**src/rtl/bcd_7seg_scan_driver_if.sv**
```systemverilog
// Bus between a datapath and the multiplexed 7-segment scan driver.
// The master supplies BCD data and display controls; the slave drives the display pins.
interface bcd_7seg_scan_driver_if #(
    parameter int NUM_DIGITS = 4
) ();
    logic [4*NUM_DIGITS-1:0] bcd_in;
    logic                    load;
    logic [NUM_DIGITS-1:0]   dp_in;
    logic                    lz_blank_en;
    logic [NUM_DIGITS-1:0]   blink_mask;
    logic [6:0]              seg;
    logic                    dp_n;
    logic [NUM_DIGITS-1:0]   an;
    logic                    frame_done;

    modport master (
        output bcd_in, load, dp_in, lz_blank_en, blink_mask,
        input  seg, dp_n, an, frame_done
    );

    modport slave (
        input  bcd_in, load, dp_in, lz_blank_en, blink_mask,
        output seg, dp_n, an, frame_done
    );
endinterface

```
**src/rtl/bcd_7seg_scan_driver.sv**
```systemverilog
// Time-multiplexed N-digit BCD to active-low 7-segment driver for a common-anode display,
// with leading-zero blanking, per-digit blink, decimal points and frame-synchronous update.
module bcd_7seg_scan_driver #(
    parameter int NUM_DIGITS = 4,
    parameter int CLK_DIV    = 50000,
    parameter int BLINK_DIV  = 25
) (
    input logic                   clk,
    input logic                   rst,
    bcd_7seg_scan_driver_if.slave bus
);
    localparam int PW = $clog2(CLK_DIV);
    localparam int IW = (NUM_DIGITS > 1) ? $clog2(NUM_DIGITS) : 1;
    localparam int BW = (BLINK_DIV > 1) ? $clog2(BLINK_DIV) : 1;
    localparam logic [PW-1:0] PRE_LAST   = PW'(CLK_DIV - 1);
    localparam logic [IW-1:0] IDX_LAST   = IW'(NUM_DIGITS - 1);
    localparam logic [BW-1:0] BLINK_LAST = BW'(BLINK_DIV - 1);

    logic [PW-1:0]         prescaler;
    logic [IW-1:0]         idx;
    logic [BW-1:0]         blink_cnt;
    logic                  blink_phase;
    logic [3:0]            shadow [NUM_DIGITS];
    logic [NUM_DIGITS-1:0] shadow_dp;
    logic [3:0]            disp [NUM_DIGITS];
    logic [NUM_DIGITS-1:0] disp_dp;

    logic                  slot_end;
    logic                  frame_end;
    logic                  visible;
    logic                  all_zero;
    logic [NUM_DIGITS-1:0] lz_mask;
    logic [3:0]            cur_digit;

    function automatic logic [6:0] decode(input logic [3:0] v);
        logic [6:0] s;
        case (v)
            4'd0:    s = 7'b0000001;
            4'd1:    s = 7'b1001111;
            4'd2:    s = 7'b0010010;
            4'd3:    s = 7'b0000110;
            4'd4:    s = 7'b1001100;
            4'd5:    s = 7'b0100100;
            4'd6:    s = 7'b0100000;
            4'd7:    s = 7'b0001111;
            4'd8:    s = 7'b0000000;
            4'd9:    s = 7'b0000100;
            default: s = 7'b1111111;
        endcase
        return s;
    endfunction

    assign slot_end  = (prescaler == PRE_LAST);
    assign frame_end = slot_end && (idx == IDX_LAST);
    assign cur_digit = disp[idx];

    // lz_mask[i] is set when digit i and everything above it is zero; digit 0 is never blanked.
    always_comb begin
        all_zero = 1'b1;
        lz_mask  = '0;
        for (int i = NUM_DIGITS - 1; i > 0; i--) begin
            all_zero   = all_zero && (disp[i] == 4'd0);
            lz_mask[i] = all_zero;
        end
    end

    assign visible = !(bus.lz_blank_en && lz_mask[idx]) && !(bus.blink_mask[idx] && blink_phase);

    always_ff @(posedge clk or posedge rst) begin
        if (rst) begin
            prescaler      <= '0;
            idx            <= '0;
            blink_cnt      <= '0;
            blink_phase    <= 1'b0;
            shadow_dp      <= '0;
            disp_dp        <= '0;
            for (int i = 0; i < NUM_DIGITS; i++) begin
                shadow[i] <= 4'd0;
                disp[i]   <= 4'd0;
            end
            bus.seg        <= 7'b1111111;
            bus.dp_n       <= 1'b1;
            bus.an         <= '1;
            bus.frame_done <= 1'b0;
        end else begin
            if (bus.load) begin
                shadow_dp <= bus.dp_in;
                for (int i = 0; i < NUM_DIGITS; i++) begin
                    shadow[i] <= bus.bcd_in[4*i +: 4];
                end
            end

            if (slot_end) begin
                prescaler <= '0;
                idx       <= (idx == IDX_LAST) ? '0 : idx + 1'b1;
            end else begin
                prescaler <= prescaler + 1'b1;
            end

            // Display only follows the shadow at a frame boundary, so a frame never tears.
            if (frame_end) begin
                disp_dp <= shadow_dp;
                for (int i = 0; i < NUM_DIGITS; i++) begin
                    disp[i] <= shadow[i];
                end
                if (blink_cnt == BLINK_LAST) begin
                    blink_cnt   <= '0;
                    blink_phase <= ~blink_phase;
                end else begin
                    blink_cnt <= blink_cnt + 1'b1;
                end
            end

            bus.frame_done <= frame_end;
            bus.an         <= '1;
            if (visible) begin
                bus.an[idx] <= 1'b0;
                bus.seg     <= decode(cur_digit);
                bus.dp_n    <= ~disp_dp[idx];
            end else begin
                bus.seg     <= 7'b1111111;
                bus.dp_n    <= 1'b1;
            end
        end
    end
endmodule

```
**src/flat_wrapper.sv**
```systemverilog
// flat-port wrapper written by rule: the top's interface ports become plain ports
module bcd_7seg_scan_driver_flat 
#(
    parameter int NUM_DIGITS = 4,
    parameter int CLK_DIV    = 50000,
    parameter int BLINK_DIV  = 25
)
  (clk, rst, bus_bcd_in, bus_load, bus_dp_in, bus_lz_blank_en, bus_blink_mask, bus_seg, bus_dp_n, bus_an, bus_frame_done);
  bcd_7seg_scan_driver_if #(.NUM_DIGITS(NUM_DIGITS)) bus_i ();
  input logic clk;
  input logic rst;
  input wire logic [$bits(bus_i.bcd_in)-1:0] bus_bcd_in;
  input wire logic [$bits(bus_i.load)-1:0] bus_load;
  input wire logic [$bits(bus_i.dp_in)-1:0] bus_dp_in;
  input wire logic [$bits(bus_i.lz_blank_en)-1:0] bus_lz_blank_en;
  input wire logic [$bits(bus_i.blink_mask)-1:0] bus_blink_mask;
  output wire logic [$bits(bus_i.seg)-1:0] bus_seg;
  output wire logic [$bits(bus_i.dp_n)-1:0] bus_dp_n;
  output wire logic [$bits(bus_i.an)-1:0] bus_an;
  output wire logic [$bits(bus_i.frame_done)-1:0] bus_frame_done;
  assign bus_i.bcd_in = bus_bcd_in;
  assign bus_i.load = bus_load;
  assign bus_i.dp_in = bus_dp_in;
  assign bus_i.lz_blank_en = bus_lz_blank_en;
  assign bus_i.blink_mask = bus_blink_mask;
  assign bus_seg = bus_i.seg;
  assign bus_dp_n = bus_i.dp_n;
  assign bus_an = bus_i.an;
  assign bus_frame_done = bus_i.frame_done;
  bcd_7seg_scan_driver #(.NUM_DIGITS(NUM_DIGITS), .CLK_DIV(CLK_DIV), .BLINK_DIV(BLINK_DIV)) u_core (.clk(clk), .rst(rst), .bus(bus_i));
endmodule
```
**config.mk**
```make
export PLATFORM = sky130hd
export DESIGN_NAME = bcd_7seg_scan_driver_flat
export DESIGN_NICKNAME = d
export VERILOG_FILES = /design/src/rtl/bcd_7seg_scan_driver_if.sv /design/src/rtl/bcd_7seg_scan_driver.sv /design/src/flat_wrapper.sv
export SDC_FILE = /design/constraint.sdc
export NUM_CORES = 1
export LEC_CHECK = 0
export ABC_AREA = 1
export BUFFER_PORTS_ARGS = -buffer_cell sky130_fd_sc_hd__buf_2
export CELL_PAD_IN_SITES_DETAIL_PLACEMENT = 1
export CELL_PAD_IN_SITES_GLOBAL_PLACEMENT = 1
export CORE_ASPECT_RATIO = 1.5
export CORE_MARGIN = 2
export CORE_UTILIZATION = 48
export CTS_CLUSTER_SIZE = 10
export DETAILED_ROUTE_END_ITERATION = 16
export PLACE_DENSITY_LB_ADDON = 0.1
export RECOVER_POWER = 100
export SLEW_MARGIN = 20
export SYNTH_ARGS = -nofsm -noshare
export SYNTH_HDL_FRONTEND = slang
export SYNTH_SLANG_ARGS = --single-unit
```
**constraint.sdc**
```tcl
create_clock -name clk -period 5.6 [get_ports clk]
set_input_delay 1.12 -clock clk [delete_from_list [all_inputs] [get_ports clk]]
set_output_delay 1.12 -clock clk [all_outputs]
set_load 0.02 [all_outputs]
```
-- After elaboration in Yosys (flattened, before gate mapping)
Memory sizes are Yosys's and may differ from the RTL's.
Index checks and enable logic that the tools add are counted.
W data, S select, Z words.
- add/sub/neg operators: 3
- multiply operators: 0
- div/mod/pow operators: 0
- order comparisons: 3
- eq/ne operators: 3
- shifts and indexed selects: 0
- mux-type cells: 17
- bitwise logic cells: 4
- reduce and logical (&&, ||, !) cells: 13
- operators with widths (cell ; count):
    $add A16 B1 Y16 const B ; 1
    $eq A16 B16 Y1 const B ; 1
    $mux W16 ; 1
    $logic_not A4 Y1 ; 3
    $mux W4 ; 3
    $bmux W4 S2 ; 1
    $logic_and A1 B1 Y1 ; 7
    $mux W7 ; 1
    $bmux W1 S2 ; 3
    $add A5 B1 Y5 const B ; 1
    $eq A5 B5 Y1 const B ; 1
    $mux W1 ; 5
    $mux W5 ; 1
    $not A4 Y4 ; 1
    $ge A3 B3 Y1 const B ; 1
    $lt A2 B3 Y1 const B ; 1
    $not A2 Y3 ; 1
    $add A2 B1 Y2 const B ; 1
    $demux W1 S2 ; 1
    $eq A2 B2 Y1 const B ; 1
    $ge A2 B1 Y1 const B ; 1
    $logic_not A1 Y1 ; 2
    $mux W2 ; 1
    $not A1 Y1 ; 2
    $reduce_and A2 Y1 ; 1
- register bits: 77
- latch bits: 0
- memory bits (writable): 0
- bits in read-only memories: 112
- word-level logic and storage cells: 62
- memories kept: 1
- memory list (name ; depth ; bits a word ; read ports ; clocked after Yosys merged registers in ; wr ports ; RTL line ; RTL):
    (no name shown) ; 16 ; 7 ; 1 ; 0 ; 0 ; bcd_7seg_scan_driver.sv:37 ; case (v)

-- Depth between registers and ports, before layout
- depth in word-level cells: 9
- depth in mapped cells: 11

-- Least setup slack after synthesis
Ideal clock, no wire load.
- kind: input -> register
- start point: in bus_load
- end point: reg u_core.shadow[0] (netlist bit)
- setup time: 125 ps
- data arrival time: 1802 ps
- slack: 3673 ps
- stages: 2
- buffers on the path: 1
- cell sequence: clkbuf_1 mux2_2
- RTL lines (what ; RTL line ; RTL):
    start: declaration ; flat_wrapper.sv:13 ; input wire logic [$bits(bus_i.load)-1:0] bus_load;
    end signal: indexed assignment ; bcd_7seg_scan_driver.sv:89 ; shadow[i] <= bus.bcd_in[4*i +: 4];
    end: declaration ; bcd_7seg_scan_driver.sv:23 ; logic [3:0] shadow [NUM_DIGITS];
No word-level cell between the ends.

-- Worst setup path after layout
- start point: reg u_core.idx[0]
- end point: reg u_core.disp[8] (netlist bit)
- word-level cells in the longest chain between the ends: 2
- RTL lines (what ; RTL line ; RTL):
    start: declaration ; bcd_7seg_scan_driver.sv:20 ; logic [IW-1:0] idx;
    start signal: assignment ; bcd_7seg_scan_driver.sv:95 ; idx <= (idx == IDX_LAST) ? '0 : idx + 1'b1;
    $eq A2 B2 Y1 ; bcd_7seg_scan_driver.sv:54 ; assign frame_end = slot_end && (idx == IDX_LAST);
    $logic_and A1 B1 Y1 ; bcd_7seg_scan_driver.sv:54 ;
    end signal: indexed assignment ; bcd_7seg_scan_driver.sv:104 ; disp[i] <= shadow[i];
    end: declaration ; bcd_7seg_scan_driver.sv:25 ; logic [3:0] disp [NUM_DIGITS];
No other way between the ends.
A chain may end at the register's enable or synchronous reset.

==> flow_summary.json <==
{
  "status": "finished, violations left",
  "failed_checks": "max-capacitance violations, max-slew violations",
  "max_freq_mhz": 308,
  "multi_input_area_um2": 1520,
  "hp-start": "u_core.prescaler[0]$_DFF_PP0_",
  "post-place-ws_ps": 3200,
  "synthesis.nets": 462,
  "clock_path_buffers": 2,
  "die-area_um2": 8560,
  "ys_seq_area_share_pct": 51.7,
  "synthCells": 421,
  "p_seq_share_pct": 45.7,
  "diodes": 0,
  "crit_type": "reg2reg",
  "first_iter_violations": 101,
  "initial_core_util_pct": 49.3,
  "pwr-share-clk_pct": 51.1,
  "routabilityCongestion": 0.788,
  "vdd_drop_max_mv": 0.239,
  "fin_skew_ps": 6.83,
  "dieWidth_um": 76.2,
  "r2r_start": "u_core.idx[0]$_DFFE_PP0N_",
  "nNetsFinal": 502,
  "power.total_mw": 1.27,
  "p_int_mw": 1.02,
  "portBuffers": 40,
  "crit_arrival_ps": 3360,
  "wl_per_cell_um": 14.9,
  "grt_pass1_wl_um": 15100,
  "worstHoldPathType": "reg2reg",
  "p_leak_nw": 2.08,
  "dp_hpwl_um": 6070,
  "cp_max_fo": 36,
  "required_ps": 5710,
  "drive_above_1_share_pct": 18.0,
  "fillers": 953,
  "setup.worst_path.end_class": "register",
  "p_per_area_nw_per_um2": 295,
  "switching_share_pct": 19.5,
  "setup-violations-final": 0,
  "ff2ff_setup_slack_ps": 2350,
  "path_clk_slew_ps": 60,
  "finalMaxSlewViolations": 37,
  "syn_to_final_growth_pct": 14.2,
  "min_path_cells": 1,
  "finalHoldViolations": 0,
  "firstDrtPassIters": 4,
  "reg2reg_depth": 4,
  "max-slew-margin-rel_pct": -31.0,
  "timing.setup.tns_ps": 0,
  "final_common_cell": "nand2_1",
  "vias_per_cell": 5.08,
  "chipHeight_um": 112,
  "netSwitchingPower_mw": 0.247,
  "io_pins": 41,
  "seqCellArea_um2": 1940,
  "drc": 0,
  "vias": 2888,
  "worstHoldEndpoint": "u_core.prescaler[0]$_DFF_PP0_",
  "setup_ws_ps": 2350,
  "numCtsBuffers": 9,
  "row_count": 39,
  "synth_area_um2": 3750,
  "grt_max_degree": 51,
  "cts_max_level": 3,
  "start_kind": "register",
  "fin_crit_sh_pct": 58.0,
  "worst_pin_slew_ps": 1960,
  "root_buffer": "clkbuf_16",
  "overflow": 0,
  "first_global_vias": 3290,
  "yosysUniqueCellTypes": 27,
  "antenna_left": 0,
  "drv_cap": 1,
  "track_usage_pct": 22.3,
  "syn_area_per_cell_um2": 8.92,
  "post_cts_buffers": 0,
  "core-area_um2": 7610,
  "layout_common_cells": "nand2_1 (121), dfrtp_1 (65), inv_1 (43)",
  "r2r_end": "u_core.disp[8]$_DFFE_PP0P_",
  "insertion_delay_ps": 330,
  "cts_sinks": 77,
  "min_period_ps": 3250,
  "antenna_found_initial": 0,
  "rsz0062_at_grt": "false",
  "ctsHoldBuffers": 0,
  "p_comb_share_pct": 3.2,
  "cts_tree": "yes",
  "ys_seq_elements": 77,
  "ys_warn_count": 0,
  "cts_resized": 0,
  "routed_wl_um": 8470
}
[per-layer routing]
| metal | up-vias | share of wire, % | GRT usage (%) | wire length, um |
|---|---|---|---|---|
| met5 | - | 0 | 0 | 0 |
| met4 | 0 | 2.4 | 9.33 | 200 |
| met3 | 14 | 2.2 | 3.86 | 187 |
| met2 | 40 | 55 | 41.8 | 4650 |
| met1 | 1428 | 40 | 24.5 | 3430 |
| li1 | 1406 | - | - | - |
[cell type report]
cell class,count,area share (%)
well taps,102,2.98
multi-input cells,286,35.4
inverters,46,4.03
clock buffers,13,6.30
flip-flops and latches,77,45.3
repair buffers,41,4.44
clock inverters,3,1.58
[power by group through the flow]
| stage | clock (mW) | combinational (mW) | sequential [mW] |
|---|---|---|---|
| final | 0.647 | 0.0399 | 0.579 |
| after global routing | 0.681 | 0.0456 | 0.581 |
| after detailed placement | 0 | 0.0414 | 0.589 |
| after global placement | 0 | 0.0396 | 0.588 |
| after CTS | 0.659 | 0.0415 | 0.579 |
| after floorplan | 0 | 0.0266 | 0.586 |
[synthesized netlist by cell type]
| library cell | count | area (um2) |
|---|---|---|
| a21oi_1 | 4 | 20.0 |
| buf_2 | 2 | 10.0 |
| buf_4 | 4 | 30.0 |
| buf_6 | 3 | 33.8 |
| clkbuf_1 | 3 | 11.3 |
| dfrtp_1 | 65 | 1630 |
| dfstp_2 | 12 | 315 |
| ha_1 | 13 | 163 |
| inv_1 | 42 | 158 |
| inv_2 | 4 | 15.0 |
| mux2_2 | 20 | 225 |
| nand2_1 | 118 | 443 |
| nand2_2 | 6 | 37.5 |
| nand3_1 | 41 | 205 |
| nand3b_1 | 3 | 22.5 |
| nand4_1 | 3 | 18.8 |
| nor2_1 | 35 | 131 |
| nor2_2 | 2 | 12.5 |
| nor2_4 | 3 | 33.8 |
| nor2_8 | 1 | 20.0 |
| nor3_1 | 4 | 20.0 |
| nor3b_1 | 1 | 7.51 |
| o21ai_0 | 12 | 60.1 |
| o21ai_1 | 10 | 50.1 |
| or2_2 | 1 | 6.26 |
| xnor2_1 | 2 | 17.5 |
| xor2_1 | 7 | 61.3 |
[worst max path at each step]
stage                               from                               to  depth (start not counted)
3_3_place_gp           bus_blink_mask[3]      u_core.bus.seg[3]$_DFF_PP1_                          7
5_1_grt        u_core.idx[0]$_DFFE_PP0N_       u_core.disp[8]$_DFFE_PP0P_                          4
6_report       u_core.idx[0]$_DFFE_PP0N_       u_core.disp[8]$_DFFE_PP0P_                          4
3_5_place_dp           bus_blink_mask[3]      u_core.bus.seg[0]$_DFF_PP1_                          7
4_1_cts        u_core.idx[0]$_DFFE_PP0N_      u_core.bus.seg[3]$_DFF_PP1_                          9
2_1_floorplan                        rst  u_core.blink_cnt[0]$_DFFE_PP0P_                          1
[critical path, stage by stage, from the launching register on]
cell,delay (ps)
dfrtp_1,680
ha_1,440
inv_1,130
nor2_1,1470
o21ai_0,290
[state kept, by name, summed over array words and instances (netlist names)]
signal,flops
u_core.bus.frame_done,1
u_core.shadow,16
u_core.bus.dp_n,1
u_core.idx,2
u_core.disp_dp,4
u_core.disp,16
u_core.shadow_dp,4
u_core.blink_phase,1
u_core.bus.seg,7
u_core.blink_cnt,5
u_core.bus.an,4
u_core.prescaler,16
[stage by stage]
stage | cell area, um2 | instances | hold slack (ps) | util, %
global route | 4290 | 568 | 502 | 56.3
global placement | 4010 | 552 | 452 | 52.6
CTS | 4340 | 568 | 466 | 57.1
finish | 4290 | 568 | 462 | 56.3
detailed placement | 4010 | 552 | 459 | 52.6
floorplan | 3750 | 421 | 431 | -
[kinds of logic after synthesis]
family / synth area share, %
flops: 51.7
simple gates: 25.5
compound gates: 3.47
buf+inv: 6.86
fa+ha+maj: 4.33
xor+xnor: 2.10
mux: 6.00
(Power assumes the default switching activity.)
